==> src/rtl/booth2_seq_mult_ctrl.sv <==
`default_nettype none
// ============================================================================
// Module      : booth2_pp_decoder
// Description : Radix-4 Booth partial-product selector. Produces 0, +-A or
//               +-2A as a 10-bit two's complement value with its MSB
//               inverted (the form consumed by the Wallace-tree datapath).
// Ports       : i_code[2:0]       Booth window {b[2i+1], b[2i], b[2i-1]}
//               i_a[7:0]          multiplicand A
//               i_inversed_a[8:0] -A, 9 bits wide so that -(-128) is exact
//               o_pp_out[9:0]     selected partial product, MSB inverted
// Revision    : 1.0 - initial release
// ============================================================================
module booth2_pp_decoder (
    input  logic [2:0] i_code,
    input  logic [7:0] i_a,
    input  logic [8:0] i_inversed_a,
    output logic [9:0] o_pp_out
);

    logic [9:0] w_pp;

    always_comb begin
        w_pp = 10'd0;
        case (i_code)
            3'b001, 3'b010: w_pp = {{2{i_a[7]}}, i_a};                   // +A
            3'b011:         w_pp = {i_a[7], i_a, 1'b0};                  // +2A
            3'b100:         w_pp = {i_inversed_a, 1'b0};                 // -2A
            3'b101, 3'b110: w_pp = {i_inversed_a[8], i_inversed_a};      // -A
            default:        w_pp = 10'd0;                                // 000 / 111
        endcase
    end

    // Inverted sign bit lets the tree add constants instead of sign-extending.
    assign o_pp_out = {~w_pp[9], w_pp[8:0]};

endmodule

// ============================================================================
// Module      : booth2_seq_mult_ctrl
// Description : Iterative 8x8 signed multiplier. One booth2_pp_decoder is
//               time-shared over four radix-4 steps; the shifted partial
//               products accumulate into a 16-bit product. valid/ready on
//               both the operand and the result side.
// Parameters  : EARLY_TERM  1: stop once the remaining multiplier bits
//                           b[7:2i+1] are all zero
// Ports       : sys_clk     clock, rising edge
//               sys_rst     synchronous active-high reset
//               in_valid    operand pair valid
//               in_ready    operands accepted this cycle (combinational)
//               in_a, in_b  multiplicand / multiplier, two's complement
//               out_valid   product valid, held until out_ready
//               out_ready   consumer accepts product
//               out_p       product A*B, two's complement
//               busy        controller not idle
// Revision    : 1.0 - initial release
// ============================================================================
module booth2_seq_mult_ctrl #(
    parameter int EARLY_TERM = 0
) (
    input  logic        sys_clk,
    input  logic        sys_rst,
    input  logic        in_valid,
    output logic        in_ready,
    input  logic [7:0]  in_a,
    input  logic [7:0]  in_b,
    output logic        out_valid,
    input  logic        out_ready,
    output logic [15:0] out_p,
    output logic        busy
);

    localparam logic [1:0] c_st_idle = 2'd0;
    localparam logic [1:0] c_st_run  = 2'd1;
    localparam logic [1:0] c_st_done = 2'd2;

    logic [1:0]  r_state;
    logic [1:0]  r_step;
    logic [7:0]  r_a;
    logic [7:0]  r_b;
    logic [15:0] r_acc;
    logic        r_out_valid;
    logic [15:0] r_out_p;
    logic        r_busy;

    logic [8:0]  w_b_ext;
    logic [2:0]  w_code;
    logic [8:0]  w_inversed_a;
    logic [9:0]  w_pp_out;
    logic [9:0]  w_pp;
    logic [15:0] w_addend;
    logic [15:0] w_acc_next;
    logic [7:0]  w_b_upper;
    logic        w_last;

    // b[-1] = 0 is appended below the LSB so every window is a plain 3-bit slice.
    assign w_b_ext      = {r_b, 1'b0};
    assign w_code       = w_b_ext[{r_step, 1'b0} +: 3];
    assign w_inversed_a = 9'd0 - {r_a[7], r_a};

    booth2_pp_decoder u_decoder (
        .i_code       (w_code),
        .i_a          (r_a),
        .i_inversed_a (w_inversed_a),
        .o_pp_out     (w_pp_out)
    );

    // Undo the decoder's MSB inversion to get a true signed partial product.
    assign w_pp       = {~w_pp_out[9], w_pp_out[8:0]};
    assign w_addend   = {{6{w_pp[9]}}, w_pp} << {r_step, 1'b0};
    assign w_acc_next = r_acc + w_addend;

    // Multiplier bits above the current window: b[7:2i+1].
    assign w_b_upper  = (r_b >> {r_step, 1'b0}) >> 1;
    assign w_last     = (r_step == 2'd3) || ((EARLY_TERM != 0) && (w_b_upper == 8'd0));

    assign in_ready   = (r_state == c_st_idle) || ((r_state == c_st_done) && out_ready);
    assign out_valid  = r_out_valid;
    assign out_p      = r_out_p;
    assign busy       = r_busy;

    always_ff @(posedge sys_clk) begin
        if (sys_rst) begin
            r_state     <= c_st_idle;
            r_step      <= 2'd0;
            r_a         <= 8'd0;
            r_b         <= 8'd0;
            r_acc       <= 16'd0;
            r_out_valid <= 1'b0;
            r_out_p     <= 16'd0;
            r_busy      <= 1'b0;
        end else begin
            case (r_state)
                c_st_idle: begin
                    if (in_valid) begin
                        r_a     <= in_a;
                        r_b     <= in_b;
                        r_acc   <= 16'd0;
                        r_step  <= 2'd0;
                        r_state <= c_st_run;
                        r_busy  <= 1'b1;
                    end
                end
                c_st_run: begin
                    r_acc <= w_acc_next;
                    if (w_last) begin
                        r_state     <= c_st_done;
                        r_out_valid <= 1'b1;
                        r_out_p     <= w_acc_next;
                    end else begin
                        r_step <= r_step + 2'd1;
                    end
                end
                c_st_done: begin
                    if (out_ready) begin
                        r_out_valid <= 1'b0;
                        if (in_valid) begin
                            // Back-to-back: consume and accept on the same edge.
                            r_a     <= in_a;
                            r_b     <= in_b;
                            r_acc   <= 16'd0;
                            r_step  <= 2'd0;
                            r_state <= c_st_run;
                        end else begin
                            r_state <= c_st_idle;
                            r_busy  <= 1'b0;
                        end
                    end
                end
                default: begin
                    r_state     <= c_st_idle;
                    r_out_valid <= 1'b0;
                    r_busy      <= 1'b0;
                end
            endcase
        end
    end

endmodule
`default_nettype wire

==> config.mk <==
export PLATFORM = sky130hd
export DESIGN_NAME = booth2_seq_mult_ctrl
export DESIGN_NICKNAME = d
export VERILOG_FILES = /design/src/rtl/booth2_seq_mult_ctrl.sv
export SDC_FILE = /design/constraint.sdc
export NUM_CORES = 1
export LEC_CHECK = 0
export BUFFER_PORTS_ARGS = -buffer_cell sky130_fd_sc_hd__buf_2
export CAP_MARGIN = 20
export CORE_ASPECT_RATIO = 1.2
export CORE_UTILIZATION = 54
export DETAILED_ROUTE_END_ITERATION = 10
export HOLD_SLACK_MARGIN = 0.05
export PLACE_DENSITY = 0.77
export SYNTH_ARGS = -nofsm -noshare
export SYNTH_HDL_FRONTEND = slang
export SYNTH_HIERARCHICAL = 1
export SYNTH_SLANG_ARGS = --single-unit
export TNS_END_PERCENT = 30
==> constraint.sdc <==
create_clock -name sys_clk -period 4.4 [get_ports sys_clk]
set_clock_uncertainty 0.1 [all_clocks]
set_input_delay 0.88 -clock sys_clk [delete_from_list [all_inputs] [get_ports sys_clk]]
set_output_delay 0.88 -clock sys_clk [all_outputs]
set_load 0.03 [all_outputs]
==> impl_metrics.env, run 1 <==
export IMPL_cts_root_buf="clkbuf_8"
export IMPL_totalWireLength_um=8640
export IMPL_timing_fmax_mhz=242
export IMPL_cts_hold_buf=0
export IMPL_drtIter0Drc=170
export IMPL_ys_flop_type="dfxtp_1"
export IMPL_die_height_um=91.7
export IMPL_grt_ovfl_total=0
export IMPL_initial_core_util_pct=56.1
export IMPL_clk_pin_slew_ns=0.09
export IMPL_area_growth_pct=10.4
export IMPL_dp_slack_ns=0.295
export IMPL_vias_per_cell=5.81
export IMPL_cpPeakStageDelay_ns=0.68
export IMPL_synth_seq_cells=54
export IMPL_syn_area_per_cell_um2=7.72
export IMPL_path_class="reg2reg"
export IMPL_synth_edf_count=0
export IMPL_n_fill_cell=577
export IMPL_drive_gt1_share_pct=15.0
export IMPL_maxSlewViolCount=0
export IMPL_cpMaxStageDelayCell="mux4_2"
export IMPL_seq_area_frac_synth_pct=29.9
export IMPL_met3_length_um=303
export IMPL_drtPass1Iterations=4
export IMPL_met2_length_um=4100
export IMPL_status="complete, no violations"
export IMPL_grt_pass1_vias=3249
export IMPL_p_total_mw=1.14
export IMPL_rsz0062_at_grt="false"
export IMPL_hold_class="reg2reg"
export IMPL_syn_area_um2=3620
export IMPL_synth_cell_type_count=55
export IMPL_placement_io_buffers=38
export IMPL_path_max_fanout=15
export IMPL_powerDensity_nw_per_um2=286
export IMPL_cts_tree="built"
export IMPL_grt_usage_pct=25.7
export IMPL_synth_fp_nets=508
export IMPL_antenna_found_initial=0
export IMPL_core_um2=6450
export IMPL_peakVddDrop_v=0.000147
export IMPL_dieArea_um2=7030
export IMPL_h_tree_depth=2
export IMPL_yosys_warnings=6
export IMPL_m1WireLength_um=3900
export IMPL_synthCells=469
export IMPL_cts_sinks=54
export IMPL_grt_pass1_wl_um=14700
export IMPL_wl_per_cell_um=14.8
export IMPL_slew_headroom_pct=57.4
export IMPL_drv_cap=0
export IMPL_ant_nets=0
export IMPL_cp_data_required_time_ns=4.51
export IMPL_start_kind="register"
export IMPL_grt_start_max_net_pins=25
export IMPL_min_period_ns=4.14
export IMPL_worst_pin_slew_ns=0.639
export IMPL_cts_inserted_buffers=5
export IMPL_gp_congestion=0.899
export IMPL_total_leakage_power_nw=1.65
export IMPL_fin_crit_sh_pct=94.1
export IMPL_setup_viol=0
export IMPL_cpMostUsedCell="mux2i_1"
export IMPL_die_width_um=76.7
export IMPL_num_vias=3394
export IMPL_holdWs_ns=0.354
export IMPL_io_pins=39
export IMPL_ys_async_sr_fraction_pct=0
export IMPL_num_antenna_cells=0
export IMPL_setup_slack_ns=0.259
export IMPL_rows=32
export IMPL_nets=538
export IMPL_hold_viol_final=0
export IMPL_dpl_hpwl_um=6360
export IMPL_clock_latency_ns=0.31
export IMPL_crit_chain="mux4_2, buf_4, xor2_1, a22oi_1, a21oi_1, mux2i_1, mux2i_1, ha_1, nand3_1, o2bb2ai_2, a221o_1, or3_1, a32o_1"
export IMPL_cts_buffer_depth=2
export IMPL_highest_layer="met4"
export IMPL_critPathArrivalTime_ns=4.25
export IMPL_fin_tns_setup_ns=0
export IMPL_drc_errors=0
export IMPL_cp_end_kind="register"
-- power breakdown --
part	internal (mW)	switching, mW	leakage (nW)	total, mW
Clock	0.182	0.159	0.0573	0.341
Sequential	0.506	0.0200	0.439	0.526
Combinational	0.113	0.161	1.16	0.275
-- kinds of logic (layout without fill, tap and decap cells) --
group | count (synthesis) | in the layout | synth area share, %
XOR/XNOR | 19 | 19 | 4.60
adder cells (fa/ha/maj) | 19 | 19 | 6.78
multiplexers | 24 | 24 | 7.92
AND/OR/NAND/NOR | 189 | 189 | 23.9
flip-flops | 54 | 54 | 29.9
buffers and inverters | 33 | 63 | 4.18
AO/OA/AOI/OAI | 131 | 131 | 22.8
-- per-layer routing --
layer | track usage (%) | vias up
met4 | 13.5 | 0
met3 | 3.78 | 35
met5 | 0 | -
met1 | 31.8 | 1564
li1 | - | 1714
met2 | 42.9 | 81
-- layout make-up --
type	instances	area, um^2	share of cell area (%)
clock buffers	6	82.6	2.07
clock inverters	1	30.0	0.752
inverters	5	18.8	0.470
multi-input cells	382	2390	59.7
flip-flops and latches	54	1080	27.1
well taps	85	106	2.66
repair buffers	51	288	7.20
-- stage by stage --
step                      area, um^2  util (%)  cells
after global placement          3860      60.0    575
after detailed placement        3860      60.0    575
after CTS                       3980      61.7    582
after global routing            4000      62.0    584
final                           4000      62.0    584
after floorplan                 3620         -    469
-- layout by cell type, fill, tap and decap left out, types with 4 or more instances in the layout --
cell	synthesis	final
nand2_1	86	86
a21oi_1	59	59
dfxtp_1	54	52
nor2_1	38	38
buf_2	7	38
o21ai_0	22	21
ha_1	18	18
mux2i_1	17	17
nand3_1	16	16
buf_4	1	13
nor2b_1	11	11
xnor2_1	11	11
nor3_1	10	10
a211oi_1	8	8
xor2_1	8	8
nand3b_1	7	7
a21o_1	7	7
nand2b_1	6	6
clkbuf_8	0	6
inv_1	4	4
o21ai_1	3	4
a31oi_1	4	4
-- sequential cells by signal, summed over array words and instances, names as in the netlist --
register / flops
out_p: 16
r_step: 2
r_state: 2
busy: 1
out_valid: 1
r_acc: 16
r_a: 8
r_b: 8
-- worst max-delay path, delay by kind of cell (launching register included) --
family / cells / cell delay (ns)
mux: 3 / 1.12
compound gates: 5 / 1.02
simple gates: 2 / 0.54
flops: 1 / 0.44
fa+ha+maj: 1 / 0.36
buf+inv: 1 / 0.26
xor+xnor: 1 / 0.19
-- path summary, 6_finish.rpt --
kind / startpoint / to / slack, ns / cells past startpoint
worst min register to register: out_p[8]$_SDFFE_PP0P_ / out_p[8]$_SDFFE_PP0P_ / 0.35 / 2
worst min-delay path: out_p[8]$_SDFFE_PP0P_ / out_p[8]$_SDFFE_PP0P_ / 0.35 / 2
worst max-delay path: r_step[0]$_SDFFE_PP0P_ / r_acc[14]$_SDFFE_PP0P_ / 0.26 / 13
worst max register to register: r_step[0]$_SDFFE_PP0P_ / r_acc[14]$_SDFFE_PP0P_ / 0.26 / 13
-- Yosys cell counts (all sizes together) (10+ instances only) --
| library cell | number | area (um^2) |
|---|---|---|
| clkbuf | 17 | 63.8 |
| nand3 | 16 | 80.1 |
| a21oi | 61 | 320 |
| o21ai | 25 | 125 |
| nor2b | 11 | 68.8 |
| ha | 18 | 225 |
| nor3 | 10 | 50.1 |
| mux2i | 17 | 170 |
| nand2 | 86 | 323 |
| nor2 | 38 | 143 |
| xnor2 | 11 | 96.3 |
| buf | 11 | 68.8 |
| dfxtp | 54 | 1080 |
-- what timing repair did --
action,4_1_cts,5_1_grt
setup buffers,0,2
hold endpoints to repair,0,0
resized for setup,0,2
endpoints found under the setup margin,0,1
Note: power is estimated with default switching activity, not from simulation.
==> inputs of run 2 (changes only) <==
- CORE_MARGIN: unset -> 2
- CORE_UTILIZATION: 54 -> 59
- CTS_BUF_LIST: unset -> sky130_fd_sc_hd__clkbuf_16
- PLACE_DENSITY: 0.77 -> 0.8
- clock period: 4.4 -> 4 ns (I/O delays scaled with it)
==> run 2 against run 1 <==
The flow now finishes with violations (setup timing). Sequential power rose by 9.3%. Critical path depth rose by 2. Die area fell by 3.6%. Global-route usage rose by 1.8 points. Via count rose by 8.8%. Clock power rose by 28%. Count of clock-buffer cells in the layout fell by 1. Largest cell class unchanged.
==> impl_metrics.env, run 2 (same netlist as run 1, synthesis figures left out) <==
export IMPL_status="complete, but fails checks"
export IMPL_violations="setup timing"
export IMPL_crit_chain="or4_4, nor2_4, nand2_2, xor2_2, nand3b_1, o21ai_1, a221o_1, a211oi_1, a21oi_1, ha_1, a21o_1, o2bb2ai_4, a221o_1, or3_1, a32o_1"
export IMPL_peakVddDrop_v=0.000243
export IMPL_drive_gt1_share_pct=25.1
export IMPL_slew_headroom_pct=53.9
export IMPL_p_total_mw=1.39
export IMPL_die_width_um=75.5
export IMPL_cts_buffer_depth=2
export IMPL_grt_start_max_net_pins=46
export IMPL_hold_viol_final=0
export IMPL_io_pins=39
export IMPL_drtIter0Drc=220
export IMPL_final_area_um2=4450
export IMPL_timing_fmax_mhz=247
export IMPL_totalWireLength_um=10000
export IMPL_ant_nets=0
export IMPL_cts_hold_buf=0
export IMPL_start_kind="register"
export IMPL_setup_viol=1
export IMPL_clock_latency_ns=0.30
export IMPL_num_antenna_cells=0
export IMPL_dp_cells=597
export IMPL_grt_usage_pct=27.5
export IMPL_wl_per_cell_um=16.2
export IMPL_cts_tree="built"
export IMPL_instances_no_fill=619
export IMPL_placed_area_um2=4050
export IMPL_drc_errors=0
export IMPL_grt_ovfl_total=0
export IMPL_die_height_um=89.8
export IMPL_nets=575
export IMPL_rsz0062_at_grt="true"
export IMPL_area_growth_pct=22.9
export IMPL_vias_per_cell=5.97
export IMPL_cts_sinks=54
export IMPL_cts_root_buf="clkbuf_16"
export IMPL_grt_pass1_wl_um=15000
export IMPL_powerDensity_nw_per_um2=312
export IMPL_drtPass1Iterations=5
export IMPL_antenna_found_initial=0
export IMPL_n_fill_cell=477
export IMPL_core_um2=5970
export IMPL_cpMaxStageDelayCell="or4_4"
export IMPL_hold_class="reg2reg"
export IMPL_maxSlewViolCount=0
export IMPL_cts_inserted_buffers=5
export IMPL_setup_slack_ns=-0.0546
export IMPL_num_vias=3693
export IMPL_cpPeakStageDelay_ns=0.55
export IMPL_layout_commonest_cell="nand2_1"
export IMPL_cp_end_kind="register"
export IMPL_final_cell_mix="nand2_1 (84), a21oi_1 (56), dfxtp_1 (51), buf_4 (46), buf_2 (39)"
export IMPL_cpMostUsedCell="a221o_1"
export IMPL_dpl_hpwl_um=6680
export IMPL_cp_data_required_time_ns=4.09
export IMPL_worst_pin_slew_ns=0.691
export IMPL_initial_core_util_pct=60.6
export IMPL_rows=31
export IMPL_dp_slack_ns=0.0164
export IMPL_critPathArrivalTime_ns=4.15
export IMPL_h_tree_depth=2
export IMPL_fin_crit_sh_pct=101
export IMPL_min_period_ns=4.05
export IMPL_gp_congestion=0.921
export IMPL_total_leakage_power_nw=1.87
export IMPL_path_class="reg2reg"
export IMPL_clk_pin_slew_ns=0.08
export IMPL_dieArea_um2=6780
export IMPL_placement_io_buffers=38
export IMPL_drv_cap=0
export IMPL_path_max_fanout=3
export IMPL_grt_pass1_vias=3386
==> run 2: final timing paths <==
| path | startpoint | to | slack [ns] | depth (start not counted) |
|---|---|---|---|---|
| min reg2reg | out_p[8]$_SDFFE_PP0P_ | out_p[8]$_SDFFE_PP0P_ | 0.35 | 2 |
| max reg2reg | r_a[3]$_SDFFE_PP0P_ | r_acc[14]$_SDFFE_PP0P_ | -0.05 | 15 |
| max | r_a[3]$_SDFFE_PP0P_ | r_acc[14]$_SDFFE_PP0P_ | -0.05 | 15 |
| min | out_p[8]$_SDFFE_PP0P_ | out_p[8]$_SDFFE_PP0P_ | 0.35 | 2 |
==> run 2: timing repair <==
item,4_1_cts,5_1_grt
endpoints found under the setup margin,0,19
setup buffers,0,12
resized for setup,0,35
==> run 2: final cells by class <==
type,instances,area (um^2),area share [%]
repair buffers,87,563,12.7
flip-flops and latches,54,1090,24.4
multi-input cells,383,2530,56.9
well taps,82,103,2.31
clock buffers,5,125,2.81
clock inverters,3,21.3,0.478
inverters,5,18.8,0.422
==> run 2: per-stage QoR <==
stage	setup TNS, ns	utilization (%)	hold WS, ns
final	-0.0546	74.5	0.353
after floorplan	0	-	0.332
after CTS	0	70.3	0.354
after global routing	-0.446	74.5	0.384
after detailed placement	0	67.8	0.344
after global placement	0	67.8	0.341
==> run 2: power by group <==
part	internal, mW	switching [mW]	total [mW]
logic	0.165	0.213	0.378
clock network	0.232	0.204	0.436
registers	0.556	0.0192	0.575
==> run 2: worst max-delay path, delay by kind of cell, from the launching register on <==
family,cells,cell delay [ns]
xor gates and xnor gates,1,0.17
AOI/OAI and AO/OA,8,1.77
adders and majority gates,1,0.35
DFF,1,0.32
and+or+nand+nor,5,1.24
==> run 2: per-layer routing <==
layer | part of all wire [%] | routed length [um] | track usage (%) | vias to the layer above
met5 | 0 | 0 | 0 | -
met4 | 3.6 | 363 | 9.65 | 0
met3 | 4.4 | 438 | 4.04 | 42
met2 | 52 | 5170 | 47.1 | 115
met1 | 40 | 4030 | 34.1 | 1739
li1 | - | - | - | 1797
==> inputs of run 3 (changes only) <==
- CORE_UTILIZATION: 59 -> 61
- CTS_BUF_LIST: sky130_fd_sc_hd__clkbuf_16 -> sky130_fd_sc_hd__clkbuf_4 sky130_fd_sc_hd__clkbuf_8
- PLACE_DENSITY: 0.8 -> 0.82
==> run 3 against run 2 <==
The flow now finishes without violations. Highest routed layer unchanged. Count of clock-buffer cells in the layout increased by 1. Design area decreased by 4.4%. Critical path type unchanged. Power decreased by 6.1%. Clock power decreased by 13%.
==> impl_metrics.env, run 3 (same netlist as run 1, synthesis figures left out) <==
export IMPL_wl_per_cell_um=15.5
export IMPL_peakVddDrop_v=0.000256
export IMPL_timing_fmax_mhz=253
export IMPL_total_leakage_power_nw=1.78
export IMPL_m1WireLength_um=3780
export IMPL_cp_end_kind="register"
export IMPL_clk_pin_slew_ns=0.09
export IMPL_grt_pass1_vias=3300
export IMPL_rows=30
export IMPL_p_int_uw=910
export IMPL_cts_sinks=54
export IMPL_grt_usage_pct=28.4
export IMPL_num_antenna_cells=0
export IMPL_maxSlewViolCount=0
export IMPL_power_frac_comb_pct=26.8
export IMPL_regToRegSetupSlack_ns=0.05
export IMPL_setup_viol=0
export IMPL_gp_congestion=0.892
export IMPL_antenna_found_initial=0
export IMPL_hp_start="out_p[8]$_SDFFE_PP0P_"
export IMPL_grt_pass1_wl_um=14700
export IMPL_cts_buffer_depth=2
export IMPL_powerDensity_nw_per_um2=307
export IMPL_p_clk_share_pct=29.1
export IMPL_cts_tree="built"
export IMPL_n_fill_cell=471
export IMPL_rr_endpoint="r_acc[15]$_SDFFE_PP0P_"
export IMPL_num_vias=3503
export IMPL_hold_viol_final=0
export IMPL_cts_hold_buf=0
export IMPL_rsz0062_at_grt="true"
export IMPL_drtIter0Drc=263
export IMPL_r2r_start="r_step[0]$_SDFFE_PP0P_"
export IMPL_fin_tns_setup_ns=0
export IMPL_min_period_ns=3.95
export IMPL_placement_io_buffers=38
export IMPL_ant_nets=0
export IMPL_critPathArrivalTime_ns=4.03
export IMPL_switchingPower_uw=395
export IMPL_area_growth_pct=17.5
export IMPL_clock_latency_ns=0.31
export IMPL_final_cell_mix="nand2_1 (86), a21oi_1 (58), dfxtp_1 (53), buf_2 (38), nor2_1 (35)"
export IMPL_p_total_mw=1.30
export IMPL_totalWireLength_um=9250
export IMPL_grt_ovfl_total=0
export IMPL_drive_gt1_share_pct=20.5
export IMPL_nets=555
export IMPL_slew_headroom_pct=31.5
export IMPL_dieArea_um2=6570
export IMPL_die_height_um=88.4
export IMPL_grt_start_max_net_pins=27
export IMPL_cp_data_required_time_ns=4.09
export IMPL_switching_share_pct=30.3
export IMPL_final_area_um2=4250
export IMPL_drc_errors=0
export IMPL_initial_core_util_pct=63.4
export IMPL_path_class="reg2reg"
export IMPL_seq_power_share_pct=44.1
export IMPL_worstHoldPathCells=2
export IMPL_reg2regPathDepth=12
export IMPL_die_width_um=74.3
export IMPL_fin_crit_sh_pct=98.7
export IMPL_drv_cap=0
export IMPL_met3_length_um=366
export IMPL_start_kind="register"
export IMPL_highest_layer="met4"
export IMPL_cts_root_buf="clkbuf_8"
export IMPL_h_tree_depth=2
export IMPL_placed_area_um2=3980
export IMPL_cts_inserted_buffers=5
export IMPL_layout_commonest_cell="nand2_1"
export IMPL_vias_per_cell=5.88
export IMPL_worst_pin_slew_ns=1.03
export IMPL_core_um2=5710
export IMPL_path_max_fanout=7
export IMPL_met2_length_um=4890
export IMPL_hold_class="reg2reg"
export IMPL_io_pins=39
export IMPL_min_to="out_p[8]$_SDFFE_PP0P_"
export IMPL_drtPass1Iterations=5
export IMPL_dpl_hpwl_um=6520
export IMPL_status="complete, no violations"
run 3: timing repair:
action                                  CTS  global route
pin swaps                                 0             5
cloned                                    0             2
endpoints found under the setup margin    2            19
gates resized for setup                   2            20
setup buffers                             0             5
run 3: power by group through the flow:
stage / combinational, mW / sequential, mW / clock, mW
after global placement: 0.309 / 0.584 / 0
after detailed placement: 0.316 / 0.585 / 0
after CTS: 0.319 / 0.572 / 0.382
after global routing: 0.384 / 0.577 / 0.403
after floorplan: 0.235 / 0.584 / 0
final: 0.350 / 0.575 / 0.380
run 3: worst max path at each step:
stage	cells after the start	slack [ns]	from	endpoint
global route	12	-0.11	r_step[0]$_SDFFE_PP0P_	out_p[15]$_SDFFE_PP0P_
detailed placement	14	-0.1	r_step[0]$_SDFFE_PP0P_	r_acc[14]$_SDFFE_PP0P_
floorplan	17	0.04	r_step[0]$_SDFFE_PP0P_	r_acc[14]$_SDFFE_PP0P_
CTS	14	0.02	r_step[0]$_SDFFE_PP0P_	r_acc[14]$_SDFFE_PP0P_
global placement	14	0.02	r_step[0]$_SDFFE_PP0P_	r_acc[14]$_SDFFE_PP0P_
finish	12	0.05	r_step[0]$_SDFFE_PP0P_	r_acc[15]$_SDFFE_PP0P_
run 3: metal layers:
metal  up-vias  track usage (%)
met2        93             51.7
met3        18             3.19
met1      1636             33.6
li1       1756                -
met4         0             11.7
met5         -                0
run 3: layout make-up:
cell class | count | area (um^2) | share of cell area, %
clock buffers | 6 | 82.6 | 1.94
clock inverters | 1 | 30.0 | 0.707
inverters | 5 | 18.8 | 0.442
multi-input cells | 383 | 2480 | 58.3
flip-flops and latches | 54 | 1080 | 25.5
well taps | 80 | 100 | 2.36
repair buffers | 67 | 454 | 10.7
run 3: worst max-delay path: stages (launching register included):
cell and delay [ns]:
dfxtp_4 0.39, mux4_2 0.62, mux2_4 0.34, mux4_2 0.50, mux2i_1 0.20, nor2_1 0.08
ha_1 0.30, a21o_1 0.21, a21oi_2 0.18, a21boi_2 0.12, a211oi_4 0.45, mux2i_1 0.26
a21oi_1 0.08
run 3: through the flow:
stage | cells | hold WS (ns) | setup slack [ns] | utilization, %
floorplan | 469 | 0.332 | 0.0389 | -
global placement | 582 | 0.338 | 0.0216 | 69.7
detailed placement | 582 | 0.344 | -0.0965 | 69.7
CTS | 589 | 0.357 | 0.0176 | 71.8
global route | 596 | 0.373 | -0.109 | 74.5
finish | 596 | 0.360 | 0.0523 | 74.5
